## src/rtl/fp16_pkg.sv

```systemverilog
// fp16_pkg: binary16 format constants, packed struct and operand class decoders
// shared by the half-precision adder and multiplier.
package fp16_pkg;
    localparam int EXP_W = 5;
    localparam int FRAC_W = 10;
    localparam int BIAS = 15;
    localparam logic [EXP_W-1:0] EXP_MAX = 5'h1F;
    localparam logic [15:0] QNAN = 16'h7E00;

    typedef struct packed {
        logic              sign;
        logic [EXP_W-1:0]  exp;
        logic [FRAC_W-1:0] frac;
    } fp16_t;

    function automatic logic is_nan(input fp16_t x);
        return x.exp == EXP_MAX && x.frac != '0;
    endfunction

    function automatic logic is_inf(input fp16_t x);
        return x.exp == EXP_MAX && x.frac == '0;
    endfunction

    // Subnormals count as zero: they are flushed on entry.
    function automatic logic is_zero(input fp16_t x);
        return x.exp == '0;
    endfunction
endpackage

```

## src/rtl/fp16_normalize.sv

```systemverilog
// fp16_normalize: renormalizes a raw 15-bit sum (carry, hidden, 10 frac, G/R/S)
// against the larger operand's exponent; flags zero, underflow and overflow.
module fp16_normalize (
    input  logic [14:0] sig_i,
    input  logic [4:0]  exp_i,
    output logic [9:0]  frac_o,
    output logic [2:0]  grs_o,
    output logic [4:0]  exp_o,
    output logic        zero_o,
    output logic        ovf_o,
    output logic        unf_o
);
    logic [3:0]  lz;
    logic [13:0] mant;
    logic [6:0]  e;

    always_comb begin
        lz = 4'd14;
        for (int i = 0; i < 14; i++)
            if (sig_i[i]) lz = 4'(13 - i);
        // Carry-out shifts right once, folding the dropped bit into sticky.
        mant = sig_i[14] ? {sig_i[14:2], sig_i[1] | sig_i[0]} : sig_i[13:0] << lz;
        e = sig_i[14] ? {2'b00, exp_i} + 7'd1 : {2'b00, exp_i} - {3'b000, lz};
    end

    assign frac_o = mant[12:3];
    assign grs_o  = mant[2:0];
    assign exp_o  = e[4:0];
    assign zero_o = sig_i == '0;
    assign unf_o  = e[6] || e == '0;
    assign ovf_o  = !e[6] && e >= 7'd31;
endmodule

```

## src/rtl/float16_adder.sv

```systemverilog
// float16_adder: registered binary16 adder with overflow/zero/NaN flags, 1-cycle latency.
// Define FLOAT16_ADDER_ROUND_NEAREST_EN for round-to-nearest-even; default truncates.
module float16_adder
    import fp16_pkg::*;
(
    input  logic        clk,
    input  logic        rst_n,
    input  logic        in_valid,
    input  logic [15:0] num1,
    input  logic [15:0] num2,
    output logic        out_valid,
    output logic [15:0] result,
    output logic        overflow,
    output logic        zero,
    output logic        nan
);
`ifdef FLOAT16_ADDER_ROUND_NEAREST_EN
    localparam bit RNE = 1'b1;
`else
    localparam bit RNE = 1'b0;
`endif

    fp16_t       a, b, l, s;
    logic        a_big, inc, nan_c, inf_c, ovf_c;
    logic [10:0] sig_l, sig_s;
    logic [4:0]  d;
    logic [3:0]  sh;
    logic [23:0] s_ext;
    logic [13:0] l_al, s_al;
    logic [14:0] raw;
    logic [9:0]  n_frac;
    logic [2:0]  n_grs;
    logic [4:0]  n_exp;
    logic        n_zero, n_ovf, n_unf;
    logic [15:0] rnd;
    logic [15:0] res_d, res_q;
    logic        ovf_d, ovf_q, zero_d, zero_q, nan_d, nan_q, valid_q;

    always_comb begin
        a = num1;
        b = num2;
        a_big = {a.exp, a.frac} >= {b.exp, b.frac};
        l = a_big ? a : b;
        s = a_big ? b : a;
        sig_l = is_zero(l) ? 11'd0 : {1'b1, l.frac};
        sig_s = is_zero(s) ? 11'd0 : {1'b1, s.frac};
        d = l.exp - s.exp;
        // Past 13 places the smaller operand lands entirely in the sticky field.
        sh = d > 5'd13 ? 4'd13 : d[3:0];
        s_ext = {sig_s, 13'd0} >> sh;
        s_al = {s_ext[23:11], |s_ext[10:0]};
        l_al = {sig_l, 3'b000};
        raw = l.sign == s.sign ? {1'b0, l_al} + {1'b0, s_al} : {1'b0, l_al} - {1'b0, s_al};
    end

    fp16_normalize u_norm (
        .sig_i  (raw),
        .exp_i  (l.exp),
        .frac_o (n_frac),
        .grs_o  (n_grs),
        .exp_o  (n_exp),
        .zero_o (n_zero),
        .ovf_o  (n_ovf),
        .unf_o  (n_unf)
    );

    always_comb begin
        nan_c = is_nan(a) || is_nan(b) || (is_inf(a) && is_inf(b) && a.sign != b.sign);
        inf_c = is_inf(a) || is_inf(b);
        inc = RNE && n_grs[2] && (n_grs[1] || n_grs[0] || n_frac[0]);
        // A rounding carry out of the fraction ripples straight into the exponent.
        rnd = {1'b0, n_exp, n_frac} + {15'd0, inc};
        ovf_c = n_ovf || rnd[15:10] >= 6'd31;
        nan_d = nan_c;
        zero_d = !nan_c && !inf_c && (n_zero || n_unf);
        ovf_d = !nan_c && (inf_c || (!n_zero && !n_unf && ovf_c));
        res_d = nan_c  ? QNAN :
                inf_c  ? {is_inf(a) ? a.sign : b.sign, EXP_MAX, 10'd0} :
                zero_d ? 16'h0000 :
                ovf_d  ? {l.sign, EXP_MAX, 10'd0} :
                         {l.sign, rnd[14:0]};
    end

    always_ff @(posedge clk or negedge rst_n) begin
        if (!rst_n) begin
            valid_q <= 1'b0;
            res_q   <= 16'h0000;
            ovf_q   <= 1'b0;
            zero_q  <= 1'b0;
            nan_q   <= 1'b0;
        end else begin
            valid_q <= in_valid;
            if (in_valid) begin
                res_q  <= res_d;
                ovf_q  <= ovf_d;
                zero_q <= zero_d;
                nan_q  <= nan_d;
            end
        end
    end

    assign out_valid = valid_q;
    assign result    = res_q;
    assign overflow  = ovf_q;
    assign zero      = zero_q;
    assign nan       = nan_q;
endmodule

```

## config.mk

```make
export PLATFORM = sky130hd
export DESIGN_NAME = float16_adder
export DESIGN_NICKNAME = d
export VERILOG_FILES = /design/src/rtl/fp16_pkg.sv /design/src/rtl/fp16_normalize.sv /design/src/rtl/float16_adder.sv
export SDC_FILE = /design/constraint.sdc
export NUM_CORES = 1
export LEC_CHECK = 0
export BUFFER_PORTS_ARGS = -buffer_cell sky130_fd_sc_hd__buf_2
export CAP_MARGIN = 30
export CORE_MARGIN = 4
export CORE_UTILIZATION = 63
export DETAILED_ROUTE_END_ITERATION = 10
export PLACE_DENSITY = 0.83
export SLEW_MARGIN = 5
export SYNTH_ARGS = -nofsm -noshare
export SYNTH_HDL_FRONTEND = slang
export SYNTH_SLANG_ARGS = --single-unit
```

## constraint.sdc

```tcl
create_clock -name clk -period 1.6 [get_ports clk]
set_clock_uncertainty 0.1 [all_clocks]
set_input_delay 0.16 -clock clk [delete_from_list [all_inputs] [get_ports clk]]
set_output_delay 0.16 -clock clk [all_outputs]
set_load 0.01 [all_outputs]
```

==> reports/qor.csv, run 1 <==
stage,metric,value,unit
status,status,did not finish,
status,Failed at,clock tree synthesis (4_1_cts),
status,Err,"[ERROR DPL-0038] Utilization greater than 100%, impossible to legalize",
synthesis,number of synthesized register bits,20,
cts,cts hold-fix bufs,1,
synthesis,Commonest cells post-synth,"nand2_1 (95), nor2_1 (83), a21oi_1 (80)",
synthesis,ranking of synthesized cells by area,"ha_1 (9.4%), dfrtp_1 (8.4%), a21oi_1 (6.7%)",
synthesis,Yosys top cell area share,9.44,%
synthesis,mean post-synth cell area,6.79,um^2
placement,Post-Place Cells,1338,
cts,clock buffer count from CTS,3,
placement,dpl hpwl,25.5,mm
cts,Setup Buffers After CTS,27,
synthesis,cell taking the most area after synthesis,ha_1,
cts,cells resized by post-CTS repair,85,
floorplanning,Die Span Y,105,um
floorplanning,Rows,35,
synthesis,post-synthesis sequential area ratio,8.39,%
synthesis,Synthesized Nets,960,
floorplanning,IO Pins,55,
synthesis,count of cell types in the netlist,96,
cts,maximum buffer depth of the clock tree,2,
placement,RePlAce Congestion,1.19,
cts,H-tree levels,1,
synthesis,Post-synth EDFFs,0,
floorplanning,Starting Density,64.5,%
cts,clk sinks,20,
cts,CTS root buffer,clkbuf_8,
synthesis,Syn Std Cell Area,5960,um^2
synthesis,Ys Warns,0,
floorplanning,die width,105,um
placement,Port Buffers,54,
synthesis,"Top FF cell, synth",dfrtp_1,
synthesis,"count leader, synth",nand2_1,
synthesis,Mapped Cells,878,
synthesis,asr flop ratio synth,100,%
## cell families after synthesis
logic type	count (synthesis)	synth area share, %
AND/OR/NAND/NOR	340	28.1
AO/OA/AOI/OAI	325	38.5
buffers and inverters	99	6.84
adder cells (fa/ha/maj)	47	10.1
multiplexers	26	5.01
XOR/XNOR	21	3.08
flip-flops	20	8.39
## stage by stage
step                      worst slack [ns]  area [um^2]  TNS, ns  hold WS [ns]  util (%)
after floorplan                      -7.26         6290  -127.56        -0.236         -
after global placement               -6.82         8870  -120.78       0.00979      96.0
after detailed placement             -7.66         8870  -135.67        0.0155      96.0
==> run 2, diff against run 1 <==
--- a/config.mk
+++ b/config.mk
@@ -8,9 +8,9 @@
 export BUFFER_PORTS_ARGS = -buffer_cell sky130_fd_sc_hd__buf_2
 export CAP_MARGIN = 30
 export CORE_MARGIN = 4
-export CORE_UTILIZATION = 63
+export CORE_UTILIZATION = 40
 export DETAILED_ROUTE_END_ITERATION = 10
-export PLACE_DENSITY = 0.83
+export PLACE_DENSITY_LB_ADDON = 0.15
 export SLEW_MARGIN = 5
 export SYNTH_ARGS = -nofsm -noshare
 export SYNTH_HDL_FRONTEND = slang
==> reports/qor.csv, run 2 <==
stage,metric,value,unit
synthesis,Syn Std Cell Area,5960,um^2
timing,relative slew slack,61.4,%
hold_path,Hold Path Class,in2reg,
timing,Pins Over Slew Limit,0,
floorplanning,Starting Density,40.9,%
setup_path,Worst Path Required,1.68,ns
cts,Worst-path clk slew,0.06,ns
grt,first-pass GRT wire length,41.6,mm
status,status,"complete, but fails checks",
cells_and_area,Filler Cell Count,1237,
cells_and_area,fin util,70.3,%
synthesis,Ys Warns,0,
setup_path,CP Class,in2reg,
cts,maximum buffer depth of the clock tree,2,
synthesis,Post-synth EDFFs,0,
synthesis,post-synthesis sequential area ratio,8.39,%
synthesis,Mapped Cells,878,
timing,Final Hold Fails,0,
grt,largest net degree at the start of global routing,48,
pwr,Sw Share,47.6,%
timing,minimum clock period,8.31,ns
pwr,Pwr per Cell Area,1210,nW/um^2
cells_and_area,share of layout cells above drive strength 1,48.0,%
synthesis,Synthesized Nets,960,
pwr,Internal Pwr Total,6.49,mW
timing,fmax,120,MHz
floorplanning,Die Span Y,130,um
setup_path,crit path max fanout,8,
setup_path,CP most frequent cell,buf_4,
synthesis,Yosys top cell area share,9.44,%
pwr,Comb pwr share,87.7,%
setup_path,Worst setup EP type,register,
synthesis,mean post-synth cell area,6.79,um^2
grt,initial antenna violation count,0,
floorplanning,die width,130,um
grt,grt ovf,0,
cts,Skew-Pair Late Insertion Delay,0.26,ns
drt,vias per cell,5.80,
pwr,sequential fraction of design power,6.5,%
synthesis,cell taking the most area after synthesis,ha_1,
setup_path,WP data arrival,8.39,ns
cts,clk sinks,20,
drt,wire per inst,18.3,um
cells_and_area,Final Non-Filler Cells,1462,
synthesis,number of synthesized register bits,20,
cells_and_area,max reg flops,16,
cts,H-tree levels,1,
cells_and_area,ANT cells,0,
floorplanning,core area,14600,um^2
setup_path,startpoint class of the critical path,input port,
placement,Post-Place Cells,1410,
timing,RSZ-0062 raised after global routing,yes,
drt,First-pass DRT Iterations,5,
grt,vias in the first global route,8081,
cts,CTS tree,done,
status,failing checks,setup timing,
floorplanning,Rows,44,
drt,Iteration-0 DRC Markers,707,
cts,clock buffer count from CTS,3,
drt,total routed wirelength,26.8,mm
synthesis,ranking of synthesized cells by area,"ha_1 (9.4%), dfrtp_1 (8.4%), a21oi_1 (6.7%)",
pwr,VDD IR max,1020,uV
cells_and_area,Layout area overhead,72.1,%
timing,worst-margin pin slew,0.573,ns
cells_and_area,Sequential Area,500,um^2
drt,via count,8476,
drt,# DRC,0,
cells_and_area,"commonest non-fill, non-tap cell in the layout",buf_4,
drt,"antenna viol nets, final",0,
setup_path,FF-to-FF setup slack,0.16,ns
pwr,Clock Power Share,5.8,%
flow_run,max_cap viols,0,
timing,final worst slack,-6.71,ns
cells_and_area,area occupied by multi-input gates,5890,um^2
setup_path,slowest CP cell,or4_4,
synthesis,count of cell types in the netlist,96,
synthesis,Commonest cells post-synth,"nand2_1 (95), nor2_1 (83), a21oi_1 (80)",
pwr,Sw Pwr,5.90,mW
setup_path,CP max stage delay,0.51,ns
synthesis,"count leader, synth",nand2_1,
pwr,leakage power,4.76,nW
placement,RePlAce Congestion,1.03,
cells_and_area,nets@finish,1361,
cts,CTS root buffer,clkbuf_16,
timing,endpoints failing setup,18,
synthesis,"Top FF cell, synth",dfrtp_1,
placement,Port Buffers,54,
synthesis,asr flop ratio synth,100,%
grt,Global Route Usage Sum,30.7,%
floorplanning,IO Pins,55,
cells_and_area,most frequent cells in the layout,"buf_4 (371), nand2_1 (87), nor2_1 (78), a21oi_1 (63)",
timing,Tcrit/Tclk final,520,%
placement,dpl hpwl,20.9,mm
floorplanning,total die area,16900,um^2
run 2: cell counts after synthesis:
Identical to the previous run, type by type.
run 2: stage by stage:
step	instance area (um^2)	total power, mW	setup WS [ns]	setup TNS (ns)	hold WS, ns
2_1_floorplan	6290	5.98	-7.26	-127.56	-0.236
3_3_place_gp	9080	10.3	-6.92	-122.44	0.0386
3_5_place_dp	9080	10.3	-7.14	-126.00	0.0418
4_1_cts	9930	11.8	-6.35	-112.54	0.128
5_1_grt	10300	13.3	-7.14	-126.93	0.147
6_report	10300	12.4	-6.71	-118.98	0.127
run 2: power groups by stage:
stage | sequential (mW) | clock [mW] | combinational [mW]
floorplan | 0.888 | 0 | 5.09
global placement | 0.806 | 0 | 9.51
detailed placement | 0.808 | 0 | 9.53
CTS | 0.804 | 0.721 | 10.3
global route | 0.832 | 0.748 | 11.7
finish | 0.807 | 0.714 | 10.9
run 2: repair_timing:
action                                 in CTS  in global routing
setup endpoints to repair                  18                 19
pin swaps                                  67                  9
hold buffers                                1                  0
endpoints found under the hold margin      20                  0
setup buffers                              31                 17
gates resized for setup                    95                 39
gates cloned                                1                  0
run 2: critical path, delay by kind of cell:
family	cells	cell delay, ns
AO/OA/AOI/OAI	19	3.17
AND/OR/NAND/NOR	15	2.55
adder cells (fa/ha/maj)	4	0.94
buffers and inverters	6	0.80
multiplexers	2	0.37
XOR/XNOR	2	0.37
run 2: cell families after synthesis:
group / share of synthesized area [%]
buffers and inverters: 6.84
muxes: 5.01
AOI/OAI and AO/OA: 38.5
DFF: 8.39
xor gates and xnor gates: 3.08
adders and majority gates: 10.1
and+or+nand+nor: 28.1
run 2: cell type report:
class,count,area share [%]
clock inverter,1,0.293
inverter,58,2.32
sequential,20,4.88
multi-input combinational,760,57.4
clock buffer,3,0.732
timing repair buffer,436,32.1
tap,184,2.24
run 2: layer usage:
metal  track usage, %  wire length (um)  up-vias  part of all wire, %
met2             47.4             11600      381                   43
met3             8.27              2560       55                  9.6
met1             42.8             11900     3917                   44
li1                 -                 -     4123                    -
met5                0                 0        -                    0
met4             6.85               660        0                  2.5
run 2: final timing paths:
| check | start | to | depth (start not counted) |
|---|---|---|---|
| max reg2reg | result[9] | result[9] | 4 |
| min | in_valid | overflow | 3 |
| max | num1[6] | result[9] | 48 |
| min in group asynchronous | rst_n | result[10] | 2 |
| max in group asynchronous | rst_n | result[4] | 2 |
| min reg2reg | result[8] | result[8] | 2 |
Note: power is estimated with default switching activity, not from simulation.
